--- src/rtl/mul_seq_pkg.sv ---
// Shared types and op-code predicates for the sequential multiply-accumulate block.
package mul_seq_pkg;

  // Op encodings as driven by the decode stage.
  typedef enum logic [2:0] {
    OP_MUL   = 3'b000,
    OP_MLA   = 3'b001,
    OP_UMULL = 3'b100,
    OP_UMLAL = 3'b101,
    OP_SMULL = 3'b110,
    OP_SMLAL = 3'b111
  } mul_op_t;

  typedef enum logic [1:0] {
    ST_IDLE = 2'b00,
    ST_CALC = 2'b01,
    ST_FIX  = 2'b10,
    ST_DONE = 2'b11
  } mul_state_t;

  // Map a raw op code onto a supported op; unused codes behave as MUL.
  function automatic mul_op_t decode_op(input logic [2:0] code);
    mul_op_t res;
    case (code)
      3'b001:  res = OP_MLA;
      3'b100:  res = OP_UMULL;
      3'b101:  res = OP_UMLAL;
      3'b110:  res = OP_SMULL;
      3'b111:  res = OP_SMLAL;
      default: res = OP_MUL;
    endcase
    return res;
  endfunction

  // Double-width (long) result ops.
  function automatic logic is_long(input mul_op_t op);
    return (op == OP_UMULL) || (op == OP_UMLAL) || (op == OP_SMULL) || (op == OP_SMLAL);
  endfunction

  // Ops that treat operands as two's complement.
  function automatic logic is_signed(input mul_op_t op);
    return (op == OP_SMULL) || (op == OP_SMLAL);
  endfunction

  // Ops that add an accumulator to the product.
  function automatic logic is_acc(input mul_op_t op);
    return (op == OP_MLA) || (op == OP_UMLAL) || (op == OP_SMLAL);
  endfunction

endpackage

--- src/rtl/mul_radix_step.sv ---
// One radix-2^RADIX_BITS iteration: multiplicand times one multiplier digit,
// shifted into place and added to the running double-width partial product.
module mul_radix_step #(
  parameter int WIDTH      = 32,
  parameter int RADIX_BITS = 2,
  parameter int CNT_W      = 5
) (
  input  logic [WIDTH-1:0]      mcand_i,
  input  logic [RADIX_BITS-1:0] digit_i,
  input  logic [CNT_W-1:0]      iter_i,
  input  logic [2*WIDTH-1:0]    partial_i,
  output logic [2*WIDTH-1:0]    sum_o
);

  logic [2*WIDTH-1:0] mcand_ext_s;
  logic [2*WIDTH-1:0] digit_ext_s;
  logic [2*WIDTH-1:0] pp_s;

  // Form the digit partial product and accumulate it at the digit's weight.
  always_comb begin
    mcand_ext_s = {{WIDTH{1'b0}}, mcand_i};
    digit_ext_s = {{(2*WIDTH-RADIX_BITS){1'b0}}, digit_i};
    pp_s        = mcand_ext_s * digit_ext_s;
    sum_o       = partial_i + (pp_s << (RADIX_BITS * int'(iter_i)));
  end

endmodule

--- src/rtl/mul_seq_block.sv ---
// Iterative multiply / multiply-accumulate engine with start/valid handshake.
// Signed ops multiply magnitudes and fix the sign in a single FIX cycle.
module mul_seq_block
  import mul_seq_pkg::*;
#(
  parameter int WIDTH      = 32,
  parameter int RADIX_BITS = 2,
  parameter int EARLY_TERM = 1
) (
  input  logic             clk,
  input  logic             reset_n,
  input  logic             start,
  input  logic             flush,
  input  logic [2:0]       op,
  input  logic [WIDTH-1:0] a,
  input  logic [WIDTH-1:0] b,
  input  logic [WIDTH-1:0] acc_lo,
  input  logic [WIDTH-1:0] acc_hi,
  input  logic             c_in,
  input  logic             v_in,
  output logic             ready,
  output logic             valid,
  output logic [WIDTH-1:0] result_lo,
  output logic [WIDTH-1:0] result_hi,
  output logic [3:0]       cond_flags
);

  localparam int DIGITS = WIDTH / RADIX_BITS;
  localparam int CNT_W  = $clog2(DIGITS + 1);

  mul_state_t         state_q, state_d;
  mul_op_t            op_q, op_dec_s;
  logic [WIDTH-1:0]   mcand_q, mplier_q, mcand_cap_s, mplier_cap_s, mplier_nxt_s;
  logic [2*WIDTH-1:0] acc_q, acc_cap_s, partial_q, partial_nxt_s, prod_s;
  logic [CNT_W-1:0]   iter_q, iter_nxt_s;
  logic               neg_q, c_q, v_q, neg_cap_s;
  logic               accept_s, calc_last_s, n_s, z_s;
  logic               ready_q, valid_q;
  logic [WIDTH-1:0]   result_lo_q, result_hi_q;
  logic [3:0]         flags_q;

  mul_radix_step #(.WIDTH(WIDTH), .RADIX_BITS(RADIX_BITS), .CNT_W(CNT_W)) u_step (
    .mcand_i   (mcand_q),
    .digit_i   (mplier_q[RADIX_BITS-1:0]),
    .iter_i    (iter_q),
    .partial_i (partial_q),
    .sum_o     (partial_nxt_s)
  );

  // Operand conditioning at acceptance: magnitudes and sign for signed ops, accumulator form.
  always_comb begin
    op_dec_s     = decode_op(op);
    accept_s     = ((state_q == ST_IDLE) || (state_q == ST_DONE)) && start && !flush;
    mcand_cap_s  = a;
    mplier_cap_s = b;
    neg_cap_s    = 1'b0;
    if (is_signed(op_dec_s)) begin
      mcand_cap_s  = a[WIDTH-1] ? (~a + {{(WIDTH-1){1'b0}}, 1'b1}) : a;
      mplier_cap_s = b[WIDTH-1] ? (~b + {{(WIDTH-1){1'b0}}, 1'b1}) : b;
      neg_cap_s    = a[WIDTH-1] ^ b[WIDTH-1];
    end else begin
      neg_cap_s    = 1'b0;
    end
    if (is_long(op_dec_s)) begin
      acc_cap_s = {acc_hi, acc_lo};
    end else begin
      acc_cap_s = {{WIDTH{1'b0}}, acc_lo};
    end
  end

  // Iteration bookkeeping and exit condition for the CALC state.
  always_comb begin
    iter_nxt_s   = iter_q + {{(CNT_W-1){1'b0}}, 1'b1};
    mplier_nxt_s = mplier_q >> RADIX_BITS;
    calc_last_s  = (iter_nxt_s == CNT_W'(DIGITS)) ||
                   ((EARLY_TERM != 0) && (mplier_nxt_s == {WIDTH{1'b0}}));
  end

  // Sign fix, accumulate, truncation and flag derivation for the FIX state.
  always_comb begin
    prod_s = neg_q ? (~partial_q + {{(2*WIDTH-1){1'b0}}, 1'b1}) : partial_q;
    if (is_acc(op_q)) begin
      prod_s = prod_s + acc_q;
    end else begin
      prod_s = prod_s;
    end
    if (!is_long(op_q)) begin
      prod_s[2*WIDTH-1:WIDTH] = {WIDTH{1'b0}};
      n_s = prod_s[WIDTH-1];
    end else begin
      n_s = prod_s[2*WIDTH-1];
    end
    z_s = (prod_s == {(2*WIDTH){1'b0}});
  end

  // Next-state logic; flush overrides everything, including a same-cycle start.
  always_comb begin
    state_d = state_q;
    case (state_q)
      ST_IDLE: state_d = start ? ST_CALC : ST_IDLE;
      ST_CALC: state_d = calc_last_s ? ST_FIX : ST_CALC;
      ST_FIX:  state_d = ST_DONE;
      ST_DONE: state_d = start ? ST_CALC : ST_IDLE;
      default: state_d = ST_IDLE;
    endcase
    if (flush) begin
      state_d = ST_IDLE;
    end else begin
      state_d = state_d;
    end
  end

  // State register with registered handshake outputs.
  always_ff @(posedge clk or negedge reset_n) begin
    if (!reset_n) begin
      state_q <= ST_IDLE;
      ready_q <= 1'b1;
      valid_q <= 1'b0;
    end else begin
      state_q <= state_d;
      ready_q <= (state_d == ST_IDLE) || (state_d == ST_DONE);
      valid_q <= (state_d == ST_DONE);
    end
  end

  // Operand capture on acceptance and per-digit iteration in CALC.
  always_ff @(posedge clk or negedge reset_n) begin
    if (!reset_n) begin
      op_q      <= OP_MUL;
      mcand_q   <= {WIDTH{1'b0}};
      mplier_q  <= {WIDTH{1'b0}};
      acc_q     <= {(2*WIDTH){1'b0}};
      partial_q <= {(2*WIDTH){1'b0}};
      iter_q    <= {CNT_W{1'b0}};
      neg_q     <= 1'b0;
      c_q       <= 1'b0;
      v_q       <= 1'b0;
    end else if (accept_s) begin
      op_q      <= op_dec_s;
      mcand_q   <= mcand_cap_s;
      mplier_q  <= mplier_cap_s;
      acc_q     <= acc_cap_s;
      partial_q <= {(2*WIDTH){1'b0}};
      iter_q    <= {CNT_W{1'b0}};
      neg_q     <= neg_cap_s;
      c_q       <= c_in;
      v_q       <= v_in;
    end else if (state_q == ST_CALC) begin
      partial_q <= partial_nxt_s;
      mplier_q  <= mplier_nxt_s;
      iter_q    <= iter_nxt_s;
    end
  end

  // Result and flag registers update only on the FIX to DONE transition.
  always_ff @(posedge clk or negedge reset_n) begin
    if (!reset_n) begin
      result_lo_q <= {WIDTH{1'b0}};
      result_hi_q <= {WIDTH{1'b0}};
      flags_q     <= 4'b0000;
    end else if ((state_q == ST_FIX) && !flush) begin
      result_lo_q <= prod_s[WIDTH-1:0];
      result_hi_q <= prod_s[2*WIDTH-1:WIDTH];
      flags_q     <= {n_s, z_s, c_q, v_q};
    end
  end

  assign ready      = ready_q;
  assign valid      = valid_q;
  assign result_lo  = result_lo_q;
  assign result_hi  = result_hi_q;
  assign cond_flags = flags_q;

endmodule

--- config.mk ---
export PLATFORM = sky130hd
export DESIGN_NAME = mul_seq_block
export DESIGN_NICKNAME = d
export VERILOG_FILES = /design/src/rtl/mul_seq_pkg.sv /design/src/rtl/mul_radix_step.sv /design/src/rtl/mul_seq_block.sv
export SDC_FILE = /design/constraint.sdc
export NUM_CORES = 1
export LEC_CHECK = 0
export BUFFER_PORTS_ARGS = -buffer_cell sky130_fd_sc_hd__buf_2
export CAP_MARGIN = 10
export CORE_ASPECT_RATIO = 1.75
export CORE_MARGIN = 8
export CORE_UTILIZATION = 59
export DETAILED_ROUTE_END_ITERATION = 6
export GPL_ROUTABILITY_DRIVEN = 0
export PLACE_DENSITY_LB_ADDON = 0.12
export SYNTH_ARGS = -nofsm -noshare
export SYNTH_HDL_FRONTEND = slang
export SYNTH_SLANG_ARGS = --single-unit
--- constraint.sdc ---
create_clock -name clk -period 10 [get_ports clk]
set_clock_uncertainty 0.05 [all_clocks]
set_input_delay 1.5 -clock clk [delete_from_list [all_inputs] [get_ports clk]]
set_output_delay 1.5 -clock clk [all_outputs]
set_load 0.02 [all_outputs]
==> impl_metrics.env <==
export IMPL_layout_commonest_cell="nand2_1"
export IMPL_cts_clk_slew_worst_paths_ps=70
export IMPL_drive_above_1_share_pct=10.0
export IMPL_drtIter0Drc=1980
export IMPL_crit_top_cell="a21oi_1"
export IMPL_drt_total_wl_um=82600
export IMPL_min_period_over_period_pct=82.7
export IMPL_final_cell_mix="nand2_1, o21ai_0, nor2_1"
export IMPL_netlist_top_cells_area="dfrtp_1, ha_1, nand2_1"
export IMPL_min_to="result_lo[9]"
export IMPL_top_usage_layer="met2"
export IMPL_clkLatencyLatePin_ps=580
export IMPL_ir_worst_vdd_mv=0.219
export IMPL_cp_slowest_stage_delay_ps=850
export IMPL_synth_distinct_cells=84
export IMPL_cts_root_buf="clkbuf_16"
export IMPL_core_area_um2=44000
export IMPL_grt_usage_pct=31.2
export IMPL_hold_viol_final=0
export IMPL_relSlewSlack_pct=22.4
export IMPL_ios=207
export IMPL_grt_overflow_total=0
export IMPL_critPathKind="flop to flop"
export IMPL_grt_use_met2_pct=56.1
export IMPL_post_cts_resized=0
export IMPL_min_path_type="flop to flop"
export IMPL_ys_seq_area_share_pct=26.3
export IMPL_cap_violations=0
export IMPL_synth_seq_cells=275
export IMPL_holdBufCountCts=0
export IMPL_die_h_um=295
export IMPL_fmax_mhz=121
export IMPL_fp_row_count=102
export IMPL_reg2reg_from="mplier_q[0]"
export IMPL_violations="design-rule violations"
export IMPL_grt_max_degree=165
export IMPL_dpl_instance_area_um2=27400
export IMPL_p_leak_nw=13.4
export IMPL_numCtsBuffers=27
export IMPL_grt_setup_unrepaired="no"
export IMPL_synth_edf_count=0
export IMPL_r2r_end="partial_q[63]"
export IMPL_cts_tree="yes"
export IMPL_nFillCells=3927
export IMPL_tightest_slew_ps=1160
export IMPL_tns_ps=0
export IMPL_setup_violations_final=0
export IMPL_slew_violations=0
export IMPL_stdcell_area_um2=28300
export IMPL_diodes=0
export IMPL_worstSetupStartpointType="flop"
export IMPL_p_per_area_nw_per_um2=370
export IMPL_cp_slowest_cell="dfrtp_1"
export IMPL_layout_nets=3778
export IMPL_dp_hpwl_um=63600
export IMPL_drc=1
export IMPL_whs_path_depth=2
export IMPL_numPortBuffers=206
export IMPL_r2r_slack_ps=1730
export IMPL_period_needed_ps=8270
export IMPL_synth_cells=3418
export IMPL_syn_cell_area_um2=26200
export IMPL_synth_top_cell_area_share_pct=26.2
export IMPL_vias=26000
export IMPL_cts_sinks=275
export IMPL_post_cts_setup_buffers=0
export IMPL_worst_ep_arrival_time_ps=8690
export IMPL_synth_avg_cell_area_um2=7.66
export IMPL_fp_dieArea_um2=51600
export IMPL_syn_nets=3723
export IMPL_async_flop_share_pct=100
export IMPL_ys_flop_type="dfrtp_1"
export IMPL_grt_pass1_vias=25700
export IMPL_worstHoldStart="result_lo[9]"
export IMPL_grt_pass1_wl_um=132000
export IMPL_yosysTopAreaCell="dfrtp_1"
export IMPL_crit_fanout=34
export IMPL_required_ps=10420
export IMPL_dr_pass1_iters=7
export IMPL_clockBufferDepth=3
export IMPL_antenna_found_initial=0
export IMPL_initial_core_util_pct=59.4
export IMPL_yosysWarnings=0
export IMPL_cts_htree_levels=1
export IMPL_ff2ff_path_depth=30
export IMPL_chipWidth_um=175
export IMPL_status="finished with violations"
export IMPL_vias_per_cell=6.39
export IMPL_cp_end_kind="flop"
export IMPL_use_met1_pct=32.8
export IMPL_syn_to_final_growth_pct=8.13
export IMPL_met3_usage_pct=5.09
export IMPL_ant_nets=0
export IMPL_wl_per_cell_um=20.3
[through the flow]
| stage | setup slack, ps | cells | util (%) | hold slack [ps] | total power [W] |
|---|---|---|---|---|---|
| final | 1730 | 4066 | 64.3 | 425 | 0.0105 |
| after global routing | 1210 | 4066 | 64.3 | 448 | 0.0113 |
| after CTS | 1840 | 4066 | 64.3 | 429 | 0.0103 |
| after detailed placement | 1920 | 4016 | 62.2 | 414 | 0.00920 |
| after global placement | 2110 | 4016 | 62.2 | 400 | 0.00899 |
| after floorplan | 3070 | 3418 | - | 389 | 0.00734 |
[synth_stat cells (16+ instances only)]
cell type  number
or4_1          24
dfrtp_1       274
xnor2_1       152
o21bai_1       20
or2_2          17
mux2_2         23
o31ai_1        43
and2_1         86
a21oi_1       247
xor2_1         94
nor4_1         32
and3_1         28
inv_1          64
nor2_1        283
nor3_1         68
ha_1          165
nand4_1        31
nand2_1       526
a31oi_1        37
o21a_1         27
o21ai_0       283
mux2i_1       124
or3_1          21
clkbuf_1      189
nand2b_1       34
nor2b_1        30
nand3_1       106
o211ai_1       25
a21o_1         93
a211oi_1       31
o41ai_1        16
[kinds of logic (layout without fill, tap and decap cells)]
group / after synthesis / in the layout / share of synthesized area [%]
multiplexers: 149 / 149 / 5.91
AND/OR/NAND/NOR: 1329 / 1329 / 23.8
flip-flops: 275 / 275 / 26.3
buffers and inverters: 274 / 350 / 3.94
XOR/XNOR: 246 / 246 / 8.23
adder cells (fa/ha/maj): 168 / 168 / 8.12
AO/OA/AOI/OAI: 977 / 977 / 23.7
[flip-flops by register name, indices dropped and copies added, names as in the netlist, 3 cells and up]
register,flops
op_q,3
acc_q,64
iter_q,5
result_lo,32
result_hi,32
mplier_q,32
cond_flags,4
partial_q,64
mcand_q,32
[worst max path at each step]
stage / to / slack, ps / startpoint / cells past startpoint
after CTS: partial_q[63] / 1840 / mplier_q[0] / 29
after floorplan: partial_q[63] / 3070 / mplier_q[0] / 32
after global placement: partial_q[63] / 2110 / mplier_q[0] / 30
final: partial_q[63] / 1730 / mplier_q[0] / 30
after detailed placement: partial_q[63] / 1920 / mplier_q[0] / 29
after global routing: partial_q[63] / 1210 / mplier_q[0] / 30
[area by class of cell]
type | count | area, um2 | share of cell area [%]
clock buffer | 29 | 693 | 2.45
multi-input combinational | 2869 | 18300 | 64.7
clock inverter | 21 | 204 | 0.721
tap | 572 | 716 | 2.53
inverter | 69 | 259 | 0.915
timing repair buffer | 231 | 1240 | 4.39
sequential | 275 | 6880 | 24.3
[critical path, delay by kind of cell (launching register included)]
kind / cells / cell delay, ps
and+or+nand+nor: 7 / 1170
adders and majority gates: 3 / 940
xor gates and xnor gates: 1 / 280
AOI/OAI and AO/OA: 18 / 4790
DFF: 1 / 850
buffers and inverters: 1 / 60
[layer usage]
layer | up-vias | routed length [um]
met2 | 1097 | 40800
li1 | 12400 | -
met1 | 12100 | 30000
met3 | 326 | 5590
met5 | - | 0
met4 | 0 | 6150
[report_power, final]
group / switching [W] / total (W) / internal (W)
clock: 0.000487 / 0.00105 / 0.000565
combinational: 0.00466 / 0.00739 / 0.00273
sequential: 0.000458 / 0.00203 / 0.00157
(Power assumes the default switching activity.)
